**config.mk**
```make
export PLATFORM = sky130hd
export DESIGN_NAME = tuner_ctrl_flat
export DESIGN_NICKNAME = d
export VERILOG_FILES = /design/src/rtl/tuner_ctrl_if.sv /design/src/rtl/tuner_ctrl.sv /design/src/flat_wrapper.sv
export SDC_FILE = /design/constraint.sdc
export NUM_CORES = 1
export LEC_CHECK = 0
export BUFFER_PORTS_ARGS = -buffer_cell sky130_fd_sc_hd__buf_2
export CORE_MARGIN = 4
export CORE_UTILIZATION = 33
export CTS_CLUSTER_SIZE = 8
export DETAILED_ROUTE_END_ITERATION = 16
export SLEW_MARGIN = 5
export SYNTH_ARGS = -nofsm -noshare
export SYNTH_HDL_FRONTEND = slang
export SYNTH_SLANG_ARGS = --single-unit
```
**constraint.sdc**
```tcl
create_clock -name clk -period 18.35 [get_ports clk]
set_input_delay 3.67 -clock clk [delete_from_list [all_inputs] [get_ports clk]]
set_output_delay 3.67 -clock clk [all_outputs]
set_load 0.01 [all_outputs]
```
**src/rtl/tuner_ctrl_if.sv**
```systemverilog
`default_nettype none
// ============================================================================
//  Module   : tuner_ctrl_if
//  Purpose  : Signal bundle between the peak-detector/switch side and the
//             tuner sequencer, including the comparator configuration outputs.
//  Modports : master - drives peak_valid, peak, auto_mode, manual_string;
//                      observes the comparator configuration and status.
//             slave  - the sequencer side (tuner_ctrl).
//  Revision : 1.0 - initial release
// ============================================================================
interface tuner_ctrl_if;
   logic       peak_valid;
   logic [9:0] peak;
   logic       auto_mode;
   logic [2:0] manual_string;
   logic [9:0] peak_out;
   logic [9:0] target;
   logic [9:0] tolerance;
   logic [9:0] vf_th;
   logic [9:0] jf_th;
   logic [9:0] js_th;
   logic [9:0] vs_th;
   logic       new_dom_freq;
   logic [2:0] string_idx;
   logic       signal_lost;
   logic [2:0] ctrl_state;

   modport master (
      output peak_valid, peak, auto_mode, manual_string,
      input  peak_out, target, tolerance, vf_th, jf_th, js_th, vs_th,
             new_dom_freq, string_idx, signal_lost, ctrl_state
   );

   modport slave (
      input  peak_valid, peak, auto_mode, manual_string,
      output peak_out, target, tolerance, vf_th, jf_th, js_th, vs_th,
             new_dom_freq, string_idx, signal_lost, ctrl_state
   );
endinterface
`default_nettype wire

```
**src/rtl/tuner_ctrl.sv**
```systemverilog
`default_nettype none
// ============================================================================
//  Module   : tuner_ctrl
//  Purpose  : Sequencer between the FFT peak detector and the tuning
//             comparator. Filters peak samples, waits for a stable pitch,
//             selects a guitar string (auto nearest or manual), loads the
//             comparator configuration and issues the new_dom_freq strobe.
//             Declares signal loss after TIMEOUT_CYCLES without a sample.
//  Ports    : clk     - system clock
//             reset_n - asynchronous active-low reset
//             tc_io   - tuner_ctrl_if.slave (peak input, mode switches,
//                       comparator configuration, strobe and status)
//  Revision : 1.0 - initial release
// ============================================================================
module tuner_ctrl #(
   parameter int TOL            = 5,
   parameter int JF_TH          = 10,
   parameter int VF_TH          = 20,
   parameter int JS_TH          = 10,
   parameter int VS_TH          = 20,
   parameter int MIN_PEAK       = 60,
   parameter int MAX_PEAK       = 400,
   parameter int STABLE_DELTA   = 3,
   parameter int STABLE_COUNT   = 4,
   parameter int TRACK_WIN      = 40,
   parameter int TIMEOUT_CYCLES = 25_000_000
) (
   input  wire logic    clk,
   input  wire logic    reset_n,
   tuner_ctrl_if.slave  tc_io
);

   typedef enum logic [2:0] {
      S_IDLE    = 3'd0,
      S_ACQUIRE = 3'd1,
      S_SELECT  = 3'd2,
      S_ISSUE   = 3'd3,
      S_TRACK   = 3'd4
   } state_t;

   localparam logic [9:0]  MIN_PEAK_V  = 10'(MIN_PEAK);
   localparam logic [9:0]  MAX_PEAK_V  = 10'(MAX_PEAK);
   localparam logic [9:0]  DELTA_V     = 10'(STABLE_DELTA);
   localparam logic [9:0]  WIN_V       = 10'(TRACK_WIN);
   localparam logic [7:0]  STABLE_V    = 8'(STABLE_COUNT);
   localparam logic [24:0] TIMER_LAST  = 25'(TIMEOUT_CYCLES - 1);

   // Open-string frequencies in Hz.
   function automatic logic [9:0] string_hz(input logic [2:0] idx);
      case (idx)
         3'd0:    string_hz = 10'd82;
         3'd1:    string_hz = 10'd110;
         3'd2:    string_hz = 10'd147;
         3'd3:    string_hz = 10'd196;
         3'd4:    string_hz = 10'd247;
         default: string_hz = 10'd330;
      endcase
   endfunction

   function automatic logic [9:0] absdiff(input logic [9:0] a, input logic [9:0] b);
      absdiff = (a > b) ? (a - b) : (b - a);
   endfunction

   state_t      state_q;
   logic [9:0]  prev_peak_q;
   logic [7:0]  stable_cnt_q;
   logic [24:0] timer_q;
   logic [9:0]  target_q;
   logic [9:0]  peak_out_q;
   logic [2:0]  string_idx_q;
   logic        new_dom_freq_q;
   logic        signal_lost_q;
   logic        pend_q;          // TRACK update waiting for its strobe slot
   logic        auto_q;
   logic [2:0]  manual_q;

   logic        sample_ok;
   logic        mode_chg;
   logic        timeout_hit;
   logic [9:0]  diff_prev;
   logic [9:0]  diff_tgt;
   logic [7:0]  cnt_inc;
   logic [2:0]  near_idx;
   logic [9:0]  near_diff;
   logic [9:0]  cand_diff;
   logic [2:0]  sel_idx;

   assign sample_ok   = tc_io.peak_valid && (tc_io.peak >= MIN_PEAK_V) && (tc_io.peak <= MAX_PEAK_V);
   assign mode_chg    = (tc_io.auto_mode != auto_q) || (tc_io.manual_string != manual_q);
   // An accepted sample in the expiry cycle cancels the timeout.
   assign timeout_hit = !sample_ok && (timer_q == TIMER_LAST);
   assign diff_prev   = absdiff(tc_io.peak, prev_peak_q);
   assign diff_tgt    = absdiff(tc_io.peak, target_q);
   assign cnt_inc     = stable_cnt_q + 8'd1;

   // Nearest string; strict less-than keeps the lower index on a tie.
   always_comb begin
      near_idx  = 3'd0;
      near_diff = absdiff(prev_peak_q, string_hz(3'd0));
      cand_diff = '0;
      for (int i = 1; i < 6; i++) begin
         cand_diff = absdiff(prev_peak_q, string_hz(3'(i)));
         if (cand_diff < near_diff) begin
            near_diff = cand_diff;
            near_idx  = 3'(i);
         end
      end
   end

   always_comb begin
      sel_idx = '0;
      if (tc_io.auto_mode)
         sel_idx = near_idx;
      else
         sel_idx = (tc_io.manual_string > 3'd5) ? 3'd5 : tc_io.manual_string;
   end

   always_ff @(posedge clk or negedge reset_n) begin
      if (!reset_n) begin
         state_q        <= S_IDLE;
         prev_peak_q    <= '0;
         stable_cnt_q   <= '0;
         timer_q        <= '0;
         target_q       <= 10'd82;
         peak_out_q     <= '0;
         string_idx_q   <= '0;
         new_dom_freq_q <= 1'b0;
         signal_lost_q  <= 1'b1;
         pend_q         <= 1'b0;
         auto_q         <= 1'b0;
         manual_q       <= '0;
      end else begin
         auto_q         <= tc_io.auto_mode;
         manual_q       <= tc_io.manual_string;
         new_dom_freq_q <= 1'b0;

         if (state_q != S_IDLE)
            timer_q <= sample_ok ? '0 : timer_q + 25'd1;

         if ((state_q != S_IDLE) && timeout_hit) begin
            signal_lost_q <= 1'b1;
            state_q       <= S_IDLE;
            timer_q       <= '0;
            stable_cnt_q  <= '0;
            pend_q        <= 1'b0;
         end else if ((state_q != S_IDLE) && mode_chg) begin
            // Re-acquire from scratch; target and string_idx stay as they are.
            state_q      <= S_ACQUIRE;
            stable_cnt_q <= '0;
            pend_q       <= 1'b0;
         end else begin
            case (state_q)
               S_IDLE: begin
                  timer_q <= '0;
                  if (sample_ok) begin
                     prev_peak_q   <= tc_io.peak;
                     stable_cnt_q  <= 8'd1;
                     signal_lost_q <= 1'b0;
                     state_q       <= S_ACQUIRE;
                  end
               end
               S_ACQUIRE: begin
                  if (sample_ok) begin
                     prev_peak_q <= tc_io.peak;
                     if (diff_prev <= DELTA_V) begin
                        stable_cnt_q <= cnt_inc;
                        if (cnt_inc == STABLE_V)
                           state_q <= S_SELECT;
                     end else begin
                        stable_cnt_q <= 8'd1;
                     end
                  end
               end
               S_SELECT: begin
                  string_idx_q <= sel_idx;
                  target_q     <= string_hz(sel_idx);
                  peak_out_q   <= prev_peak_q;
                  state_q      <= S_ISSUE;
               end
               S_ISSUE: begin
                  // Config was loaded last cycle, so it is settled before the strobe.
                  new_dom_freq_q <= 1'b1;
                  state_q        <= S_TRACK;
               end
               S_TRACK: begin
                  // A pending update fires unless a strobe is already high,
                  // which keeps strobes at least one cycle apart.
                  if (pend_q && !new_dom_freq_q) begin
                     new_dom_freq_q <= 1'b1;
                     pend_q         <= 1'b0;
                  end
                  if (sample_ok) begin
                     if (diff_tgt <= WIN_V) begin
                        peak_out_q <= tc_io.peak;
                        pend_q     <= 1'b1;
                     end else begin
                        prev_peak_q  <= tc_io.peak;
                        stable_cnt_q <= 8'd1;
                        pend_q       <= 1'b0;
                        state_q      <= S_ACQUIRE;
                     end
                  end
               end
               default: state_q <= S_IDLE;
            endcase
         end
      end
   end

   assign tc_io.peak_out     = peak_out_q;
   assign tc_io.target       = target_q;
   assign tc_io.tolerance    = 10'(TOL);
   assign tc_io.vf_th        = 10'(VF_TH);
   assign tc_io.jf_th        = 10'(JF_TH);
   assign tc_io.js_th        = 10'(JS_TH);
   assign tc_io.vs_th        = 10'(VS_TH);
   assign tc_io.new_dom_freq = new_dom_freq_q;
   assign tc_io.string_idx   = string_idx_q;
   assign tc_io.signal_lost  = signal_lost_q;
   assign tc_io.ctrl_state   = state_q;

endmodule
`default_nettype wire
```
**src/flat_wrapper.sv**
```systemverilog
// flat-port wrapper written by rule: the top's interface ports become plain ports
module tuner_ctrl_flat 
#(
   parameter int TOL            = 5,
   parameter int JF_TH          = 10,
   parameter int VF_TH          = 20,
   parameter int JS_TH          = 10,
   parameter int VS_TH          = 20,
   parameter int MIN_PEAK       = 60,
   parameter int MAX_PEAK       = 400,
   parameter int STABLE_DELTA   = 3,
   parameter int STABLE_COUNT   = 4,
   parameter int TRACK_WIN      = 40,
   parameter int TIMEOUT_CYCLES = 25_000_000
)
  (clk, reset_n, tc_io_peak_valid, tc_io_peak, tc_io_auto_mode, tc_io_manual_string, tc_io_peak_out, tc_io_target, tc_io_tolerance, tc_io_vf_th, tc_io_jf_th, tc_io_js_th, tc_io_vs_th, tc_io_new_dom_freq, tc_io_string_idx, tc_io_signal_lost, tc_io_ctrl_state);
  tuner_ctrl_if tc_io_i ();
  input  wire logic clk;
  input  wire logic reset_n;
  input wire logic [$bits(tc_io_i.peak_valid)-1:0] tc_io_peak_valid;
  input wire logic [$bits(tc_io_i.peak)-1:0] tc_io_peak;
  input wire logic [$bits(tc_io_i.auto_mode)-1:0] tc_io_auto_mode;
  input wire logic [$bits(tc_io_i.manual_string)-1:0] tc_io_manual_string;
  output wire logic [$bits(tc_io_i.peak_out)-1:0] tc_io_peak_out;
  output wire logic [$bits(tc_io_i.target)-1:0] tc_io_target;
  output wire logic [$bits(tc_io_i.tolerance)-1:0] tc_io_tolerance;
  output wire logic [$bits(tc_io_i.vf_th)-1:0] tc_io_vf_th;
  output wire logic [$bits(tc_io_i.jf_th)-1:0] tc_io_jf_th;
  output wire logic [$bits(tc_io_i.js_th)-1:0] tc_io_js_th;
  output wire logic [$bits(tc_io_i.vs_th)-1:0] tc_io_vs_th;
  output wire logic [$bits(tc_io_i.new_dom_freq)-1:0] tc_io_new_dom_freq;
  output wire logic [$bits(tc_io_i.string_idx)-1:0] tc_io_string_idx;
  output wire logic [$bits(tc_io_i.signal_lost)-1:0] tc_io_signal_lost;
  output wire logic [$bits(tc_io_i.ctrl_state)-1:0] tc_io_ctrl_state;
  assign tc_io_i.peak_valid = tc_io_peak_valid;
  assign tc_io_i.peak = tc_io_peak;
  assign tc_io_i.auto_mode = tc_io_auto_mode;
  assign tc_io_i.manual_string = tc_io_manual_string;
  assign tc_io_peak_out = tc_io_i.peak_out;
  assign tc_io_target = tc_io_i.target;
  assign tc_io_tolerance = tc_io_i.tolerance;
  assign tc_io_vf_th = tc_io_i.vf_th;
  assign tc_io_jf_th = tc_io_i.jf_th;
  assign tc_io_js_th = tc_io_i.js_th;
  assign tc_io_vs_th = tc_io_i.vs_th;
  assign tc_io_new_dom_freq = tc_io_i.new_dom_freq;
  assign tc_io_string_idx = tc_io_i.string_idx;
  assign tc_io_signal_lost = tc_io_i.signal_lost;
  assign tc_io_ctrl_state = tc_io_i.ctrl_state;
  tuner_ctrl #(.TOL(TOL), .JF_TH(JF_TH), .VF_TH(VF_TH), .JS_TH(JS_TH), .VS_TH(VS_TH), .MIN_PEAK(MIN_PEAK), .MAX_PEAK(MAX_PEAK), .STABLE_DELTA(STABLE_DELTA), .STABLE_COUNT(STABLE_COUNT), .TRACK_WIN(TRACK_WIN), .TIMEOUT_CYCLES(TIMEOUT_CYCLES)) u_core (.clk(clk), .reset_n(reset_n), .tc_io(tc_io_i));
endmodule
```
======== After elaboration in Yosys (flattened, before gate mapping) ========
Cells that the tools add are included.
cells by class
  equal/unequal tests ..................... 23
  $lt $le $gt $ge ......................... 18
  bitwise operators ....................... 2
  add/subtract/negate cells ............... 18
  muxes and demuxes ....................... 63
  reduce and logical (&&, ||, !) cells .... 27
operators by type and width
  kind                   count
  $mux 10                17
  $mux 25                5
  $mux 8                 7
  $lt 10x10->1           5
  $pmux 9 s5             1
  $pmux 10 s2            2
  $sub 10x10->10         4
  $mux 3                 12
  $gt 10x8->1 const B    3
  $sub 10x8->10 const B  3
  $sub 8x10->10 const A  3
  $add 25x1->25 const B  1
  $eq 25x25->1 const B   1
  $pmux 8 s3             1
  $gt 10x10->1           2
  $gt 10x7->1 const B    2
  $ne 4x1->1 const B     5
  $sub 10x7->10 const B  2
  $sub 7x10->10 const A  2
  $pmux 3 s5             1
  $mux 1                 14
  $eq 3x2->1 const B     4
  $reduce_and 6->1       2
  $ge 10x6->1 const B    1
  31 further kinds       51
storage, ports and cells
  output and inout bits ................... 78
  register bits ........................... 76
  input port bits ......................... 17

======== Logic depth before layout (Yosys ltp) ========
Gate-level depths: netlist of run 1.
  word-level depth ........................ 15
  gate-level depth with buffers ........... 70
  depth with buffers taken out ............ 62

======== Least setup slack after synthesis of run 1 ========
OpenSTA, ideal clock, no wires.
  path kind ............................... register to register
  start point ............................. register u_core.prev_peak_q[3]
  end point ............................... register u_core.target_q[0], in the netlist u_core.tc_io.target[0]
  path buffers ............................ 8
  arrival ................................. 12.818 ns
  setup slack ............................. 5.411 ns
  stages on the path, launching flop included .. 69
  path through ............................ dfrtp_1 > clkbuf_1 > clkinv_1 > ha_1 > clkbuf_1 > a311oi_2 > a21o_1 > buf_2 > nor2_1 > a21oi_1 > xnor2_1 > inv_1 > ha_1 > a2111oi_0 > nand4_1 > a21oi_1 > o211ai_1 > a31oi_1 > [... 33 more ...] > buf_4 > buf_2 > nand2_1 > o21ai_0 > ha_1 > a21o_1 > a21o_1 > a21oi_1 > nor2b_1 > o21ai_0 > nand2b_1 > a21o_1 > a2111oi_0 > nand2_1 > o211a_4 > a32oi_4 > nand2_1 > a22o_1
on the way
  cells in the longest elaborated chain, start to end .. 15
ends and longest elaborated chain
  element                                      line               RTL
  from (decl)                                  tuner_ctrl.sv:65   logic [9:0] prev_peak_q;
  from (signal assigned)                       tuner_ctrl.sv:156  prev_peak_q <= tc_io.peak;
  from (signal assigned)                       tuner_ctrl.sv:164  prev_peak_q <= tc_io.peak;
  from (signal assigned)                       tuner_ctrl.sv:197  prev_peak_q <= tc_io.peak;
  $sub 7x10->10, or another cell as far along  tuner_ctrl.sv:61   absdiff = (a > b) ? (a - b) : (b - a);
  $mux 10                                      tuner_ctrl.sv:61
  $lt 10x10->1                                 tuner_ctrl.sv:103  if (cand_diff < near_diff) begin
  $mux 10                                      tuner_ctrl.sv:103
  $lt 10x10->1                                 tuner_ctrl.sv:103
  $mux 10                                      tuner_ctrl.sv:103
  $lt 10x10->1                                 tuner_ctrl.sv:103
  $mux 10                                      tuner_ctrl.sv:103
  $lt 10x10->1                                 tuner_ctrl.sv:103
  $mux 10                                      tuner_ctrl.sv:103
  $lt 10x10->1                                 tuner_ctrl.sv:103
  $mux 3 *                                     tuner_ctrl.sv:103
  $mux 3 *                                     tuner_ctrl.sv:112  if (tc_io.auto_mode)
  $eq 3x3->1, or another cell as far along     tuner_ctrl.sv:50   case (idx)
  $pmux 9 s5 *                                 tuner_ctrl.sv:50
  to (signal assigned)                         tuner_ctrl.sv:176  target_q <= string_hz(sel_idx);
  to (decl)                                    tuner_ctrl.sv:68   logic [9:0] target_q;
Mark *: on every way between the ends. The rest lies on a longest branch, timed or not.
A chain may end at the register's enable or synchronous reset.

======== Worst setup path in the final report of run 1 ========
Ends and elaborated chain as after synthesis.

==> flow_summary_export.csv, run 1 <==
group,metric,value,unit
synth,avgSynthCellArea,7.741,sq um
global_routing,grt_pass1_wl,42860,um
floorplanning,core_area,27030,sq um
outcome,status,"finished, final reports clean",
clock_tree,cts_tree,"done",
synth,synth_common_cells,"nor2_1 (110), a21oi_1 (107), ha_1 (100), nand2_1 (100), dfrtp_1 (71)",
worst_setup_path,setup.worst_path.end,"u_core.tc_io.target[0]",
clock_tree,cts-buffers-inserted,9,
worst_setup_path,crit_required,18590,ps
clock_tree,cts.repair.resized,0,
finish,regArea,1882,sq um
sta,max_slew_margin,21.21,%
floorplanning,die_w,173.8,um
sta,period_share,78.84,%
finish,multi_input_area,6510,sq um
synth,yosysWarningCount,0,
flow_run,cap_violations,0,
route,drt_drc_violations_left,0,
worst_setup_path,criticalPathCategory,"flip-flop to flip-flop",
route,ant_nets,0,
placed_design,port_buffers,43,
finish,final_nets,1300,
worst_setup_path,max_stage_delay,810,ps
floorplanning,core.rowCount,60,
synth,syn-cell-area,9072,sq um
clock_tree,cts.path.max_buffers,2,
worst_setup_path,cp_common_cell,"a21o_1",
synth,yosys.area.top_type,"dfrtp_1",
clock_tree,insertion_delay,360,ps
route,routedWlPerCell,17.86,um
sta,setup-violations-final,0,
route,via_per_inst,5.590,
clock_tree,holdBufCountCts,0,
sta,hold_viol_final,0,
finish,final_area,9664,sq um
synth,synth-edff-count,0,
synth,synthTopCellsByArea,"dfrtp_1 (20%), ha_1 (14%), a21oi_1 (5.9%)",
worst_setup_path,path_max_fanout,20,
route,via_count,8541,
global_routing,grt-ovfl-total,0,
global_routing,grt_use_total,17.32,%
worst_setup_path,ff2ff_setup_slack,3880,ps
clock_tree,ctsRootBufferMaster,"clkbuf_16",
worst_setup_path,endpoint_kind,"flip-flop",
hold_path,hold_class,"flip-flop to flip-flop",
worst_setup_path,r2r_start,"u_core.prev_peak_q[3]",
finish,drive_above_1_share,8.347,%
clock_tree,clock_sinks,75,
finish,fillers,2898,
worst_setup_path,reg2reg_depth,61,
route,wl,27290,um
route,drt_iter0_drc,617,
worst_setup_path,r2r-end,"u_core.tc_io.target[0]",
global_routing,grt_pass1_vias,7849,
worst_setup_path,start_kind,"flip-flop",
sta,max_freq,69.13,MHz
placed_design,place_congestion,0.9217,
synth,ys_seq_area_share,20.74,%
sta,tns,0,ps
global_routing,antenna_found_initial,2,
synth,synth_cells,1172,
worst_setup_path,cp.arrival,14710,ps
sta,finalCriticalPeriod,14470,ps
worst_setup_path,crit_path_top_delay_cell,"dfrtp_1",
worst_setup_path,worst-path-buf-inv,3,
clock_tree,clk_pin_slew_worst_paths,70,ps
floorplanning,die_h,173.8,um
synth,yosysMostFrequentCell,"nor2_1",
synth,ys_ff_latch,75,
sta,tightest_slew,1179,ps
clock_tree,htreeDepth,3,
synth,netlist.area_leader.share,19.58,%
worst_setup_path,path_delay_family,"compound AO/OA/AOI/OAI gates",
worst_setup_path,critical_path_depth,61,
global_routing,grt_max_degree,76,
synth,ys_types,85,
floorplanning,io_pins,95,
synth,ys.flop_type,"dfrtp_1",
floorplanning,start_util,33.57,%
placed_design,dp_hpwl,21020,um
clock_tree,post_cts_buffers,0,
synth,synth-async-reset-ratio,100.0,%
floorplanning,dieArea,30210,sq um
placed_design,placed_area,9348,sq um
finish,synthToLayoutAreaGrowth,6.523,%
sta,finalClockSkew,7.442,ps
worst_setup_path,crit_start,"u_core.prev_peak_q[3]",
sta,slew_violations,0,
sta,rsz0062_at_grt,"no",
route,first_pass_iters,5,
==> placed cells by master (no fill, tap or decap), drive strengths merged, types with 10 or more instances in the layout <==
| cell type | count |
|---|---|
| dfrtp | 71 |
| mux2i | 30 |
| a21oi | 108 |
| conb | 51 |
| o21ai | 75 |
| o22ai | 20 |
| xor2 | 16 |
| nand2 | 100 |
| nor2 | 110 |
| and3 | 16 |
| xnor2 | 57 |
| buf | 48 |
| o21a | 12 |
| a21o | 31 |
| a31oi | 17 |
| ha | 100 |
| nor3 | 20 |
| a211oi | 10 |
| nand4 | 14 |
| inv | 76 |
| nand3 | 35 |
==> per-stage QoR <==
stage	util (%)	worst slack, ps	std cells	hold slack [ps]
3_3_place_gp	34.59	4598	1511	460.7
6_report	35.76	3884	1528	484.3
3_5_place_dp	34.59	4205	1511	469.8
2_1_floorplan	-	5411	1221	447.3
5_1_grt	35.76	2715	1528	532.9
4_1_cts	35.75	4166	1527	490.4
==> area by class of cell <==
cell class                 count  share of cell area, %
inverter                      73                  2.835
antenna                        1                0.02589
clock buffer                   9                  2.330
tap                          341                  4.415
sequential                    75                  19.47
clock inverter                 7                 0.9192
timing repair buffer          48                  2.641
multi-input combinational    974                  67.36
==> state kept, by name, summed over array words and instances (netlist names) <==
name,flops
u_core.auto_q,1
u_core.tc_io.new_dom_freq,1
u_core.tc_io.string_idx,3
u_core.tc_io.signal_lost,1
u_core.manual_q,3
u_core.timer_q,25
u_core.tc_io.peak_out,10
u_core.stable_cnt_q,8
u_core.tc_io.target,9
u_core.pend_q,1
u_core.prev_peak_q,10
u_core.tc_io.ctrl_state,3
==> kinds of logic after synthesis <==
| kind of cell | count (synthesis) | share of synthesized area [%] |
|---|---|---|
| flip-flops | 75 | 20.74 |
| XOR/XNOR | 73 | 7.047 |
| AND/OR/NAND/NOR | 356 | 18.52 |
| other | 2 | 0.08278 |
| AO/OA/AOI/OAI | 354 | 25.49 |
| multiplexers | 37 | 4.179 |
| adder cells (fa/ha/maj) | 103 | 14.34 |
| buffers and inverters | 172 | 9.599 |
==> layer usage <==
metal  track usage [%]  vias up  wire [um]
met5                 0        -          8
met4             6.236        2        912
met3             2.901       58       1794
met2             27.80      320      12540
met1             23.53     4036      12040
li1                  -     4125          -
==> how the worst min path moves through the flow <==
stage                               start                         end  slack (ps)  cells past startpoint
6_report                u_core.timer_q[0]           u_core.timer_q[0]         480                      1
5_1_grt                 u_core.timer_q[0]           u_core.timer_q[0]         530                      1
4_1_cts                 u_core.timer_q[0]           u_core.timer_q[0]         490                      1
3_5_place_dp   u_core.tc_io.string_idx[1]  u_core.tc_io.string_idx[1]         470                      2
3_3_place_gp   u_core.tc_io.string_idx[2]  u_core.tc_io.string_idx[2]         460                      2
2_1_floorplan           u_core.timer_q[0]           u_core.timer_q[0]         450                      1
==> worst reg2reg max path, delay by kind of cell (launching register included) <==
| family | cells | cell delay, ps |
|---|---|---|
| AOI/OAI and AO/OA | 33 | 7740 |
| and+or+nand+nor | 15 | 2070 |
| adders and majority gates | 6 | 1960 |
| muxes | 3 | 830 |
| DFF | 1 | 810 |
| buffers and inverters | 3 | 800 |
| xor gates and xnor gates | 1 | 180 |
Power of run 1 is not shown: default switching activity piles up to over one toggle a cycle in this logic, so the estimate is an artifact.
==> inputs of run 2 (changes only) <==
==> constraint.sdc (replaced) <==
create_clock -name clk -period 14.3 [get_ports clk]
set_input_delay 2.86 -clock clk [delete_from_list [all_inputs] [get_ports clk]]
set_output_delay 2.86 -clock clk [all_outputs]
set_load 0.01 [all_outputs]
==> run 2 against run 1 <==
Global-route usage grew 0.40 points; register-to-register slack worse by 2800 ps; wire length increased by 1.6%.
==> flow_summary_export.csv, run 2 (synthesis results as in run 1) <==
group,metric,value,unit
finish,synthToLayoutAreaGrowth,7.475,%
floorplanning,die_w,173.8,um
placed_design,placed_area,9400,sq um
floorplanning,io_pins,95,
worst_setup_path,path_delay_family,"compound AO/OA/AOI/OAI gates",
finish,final_cell_mix,"nor2_1 (110), a21oi_1 (107), nand2_1 (100)",
floorplanning,start_util,33.57,%
sta,slew_violations,0,
hold_path,hold_class,"flip-flop to flip-flop",
route,wl_met3,1812,um
route,ant_nets,0,
sta,setup-violations-final,0,
finish,final_cell_count_no_fill,1535,
route,topRoutingLayerUsed,"met5",
floorplanning,core_area,27030,sq um
clock_tree,insertion_delay,340,ps
finish,drive_above_1_share,9.556,%
route,via_per_inst,5.561,
worst_setup_path,max_stage_delay,540,ps
clock_tree,ctsRootBufferMaster,"clkbuf_16",
sta,final.setup.worst_slack,1051,ps
worst_setup_path,cp.arrival,13400,ps
worst_setup_path,path_max_fanout,20,
route,drt_drc_violations_left,0,
route,wl_met2,12800,um
route,wl,27720,um
finish,layout_commonest_cell,"nor2_1",
placed_design,place_congestion,0.9209,
global_routing,grt_max_degree,76,
clock_tree,clock_sinks,75,
clock_tree,cts_tree,"done",
sta,max_slew_margin,24.90,%
route,drt_iter0_drc,601,
finish,final_nets,1308,
sta,finalClockSkew,7.647,ps
flow_run,cap_violations,0,
global_routing,grt-ovfl-total,0,
floorplanning,core.rowCount,60,
global_routing,grt_use_total,17.71,%
clock_tree,cts-buffers-inserted,9,
route,first_pass_iters,5,
floorplanning,dieArea,30210,sq um
worst_setup_path,crit_path_top_delay_cell,"dfrtp_2",
route,via_count,8536,
sta,rsz0062_at_grt,"no",
route,routedWlPerCell,18.06,um
outcome,status,"finished, final reports clean",
placed_design,dp.cells,1518,
clock_tree,clk_pin_slew_worst_paths,60,ps
route,met1_length,12550,um
finish,top_register,"u_core.timer_q",
global_routing,antenna_found_initial,2,
placed_design,dp_hpwl,21390,um
global_routing,grt_pass1_vias,7974,
placed_design,port_buffers,43,
finish,fillers,2891,
floorplanning,die_h,173.8,um
placed_design,dpl_worst_slack,358.0,ps
sta,tns,0,ps
sta,tightest_slew,1123,ps
global_routing,grt_pass1_wl,44040,um
sta,period_share,92.65,%
sta,max_freq,75.48,MHz
worst_setup_path,worst-path-buf-inv,4,
worst_setup_path,start_kind,"flip-flop",
clock_tree,htreeDepth,3,
worst_setup_path,criticalPathCategory,"flip-flop to flip-flop",
sta,hold_viol_final,0,
worst_setup_path,endpoint_kind,"flip-flop",
sta,finalCriticalPeriod,13250,ps
clock_tree,cts.path.max_buffers,2,
worst_setup_path,crit_required,14450,ps
finish,largest_register_ff_count,25,
finish,final_area,9751,sq um
worst_setup_path,cp_common_cell,"a21o_1",
-- run 2: per-layer routing --
layer	global-route usage, %	vias up
met5	0	-
met4	3.926	2
met3	3.075	39
met2	29.11	304
met1	24.44	4056
li1	-	4135
-- run 2: final timing paths --
path	startpoint	to	slack [ps]	cells past startpoint
max in group asynchronous	reset_n	u_core.prev_peak_q[2]	10960	1
worst min register to register	u_core.tc_io.string_idx[0]	u_core.tc_io.string_idx[0]	480	2
worst max register to register	u_core.prev_peak_q[2]	u_core.tc_io.target[2]	1050	60
worst max-delay path	u_core.prev_peak_q[2]	u_core.tc_io.target[2]	1050	60
worst min-delay path	u_core.tc_io.string_idx[0]	u_core.tc_io.string_idx[0]	480	2
min in group asynchronous	reset_n	u_core.timer_q[17]	2670	1
-- run 2: repair_timing --
item,CTS,global route
gates resized for setup,0,11
endpoints found under the setup margin,0,12
hold buffers,0,0
setup buffers,0,1
-- run 2: metrics by stage --
stage | utilization (%) | hold slack [ps]
finish | 36.08 | 477.3
global route | 36.08 | 522.3
CTS | 35.86 | 484.8
detailed placement | 34.78 | 469.9
global placement | 34.78 | 464.6
floorplan | - | 447.3
-- run 2: final cells by class --
cell class | count | area (sq um) | area share, %
multi-input combinational | 974 | 6558 | 67.25
sequential | 75 | 1883 | 19.31
tap | 341 | 426.7 | 4.376
timing repair buffer | 56 | 315.3 | 3.234
inverter | 73 | 274.0 | 2.810
clock buffer | 9 | 225.2 | 2.310
clock inverter | 6 | 66.31 | 0.6801
antenna | 1 | 2.502 | 0.02566
-- run 2: worst min-delay path, delay by kind of cell, from the launching register on --
kind	cells	cell delay [ps]
and+or+nand+nor	1	40
AOI/OAI and AO/OA	1	60
DFF	1	340
Power of run 2 is left out for the same reason.
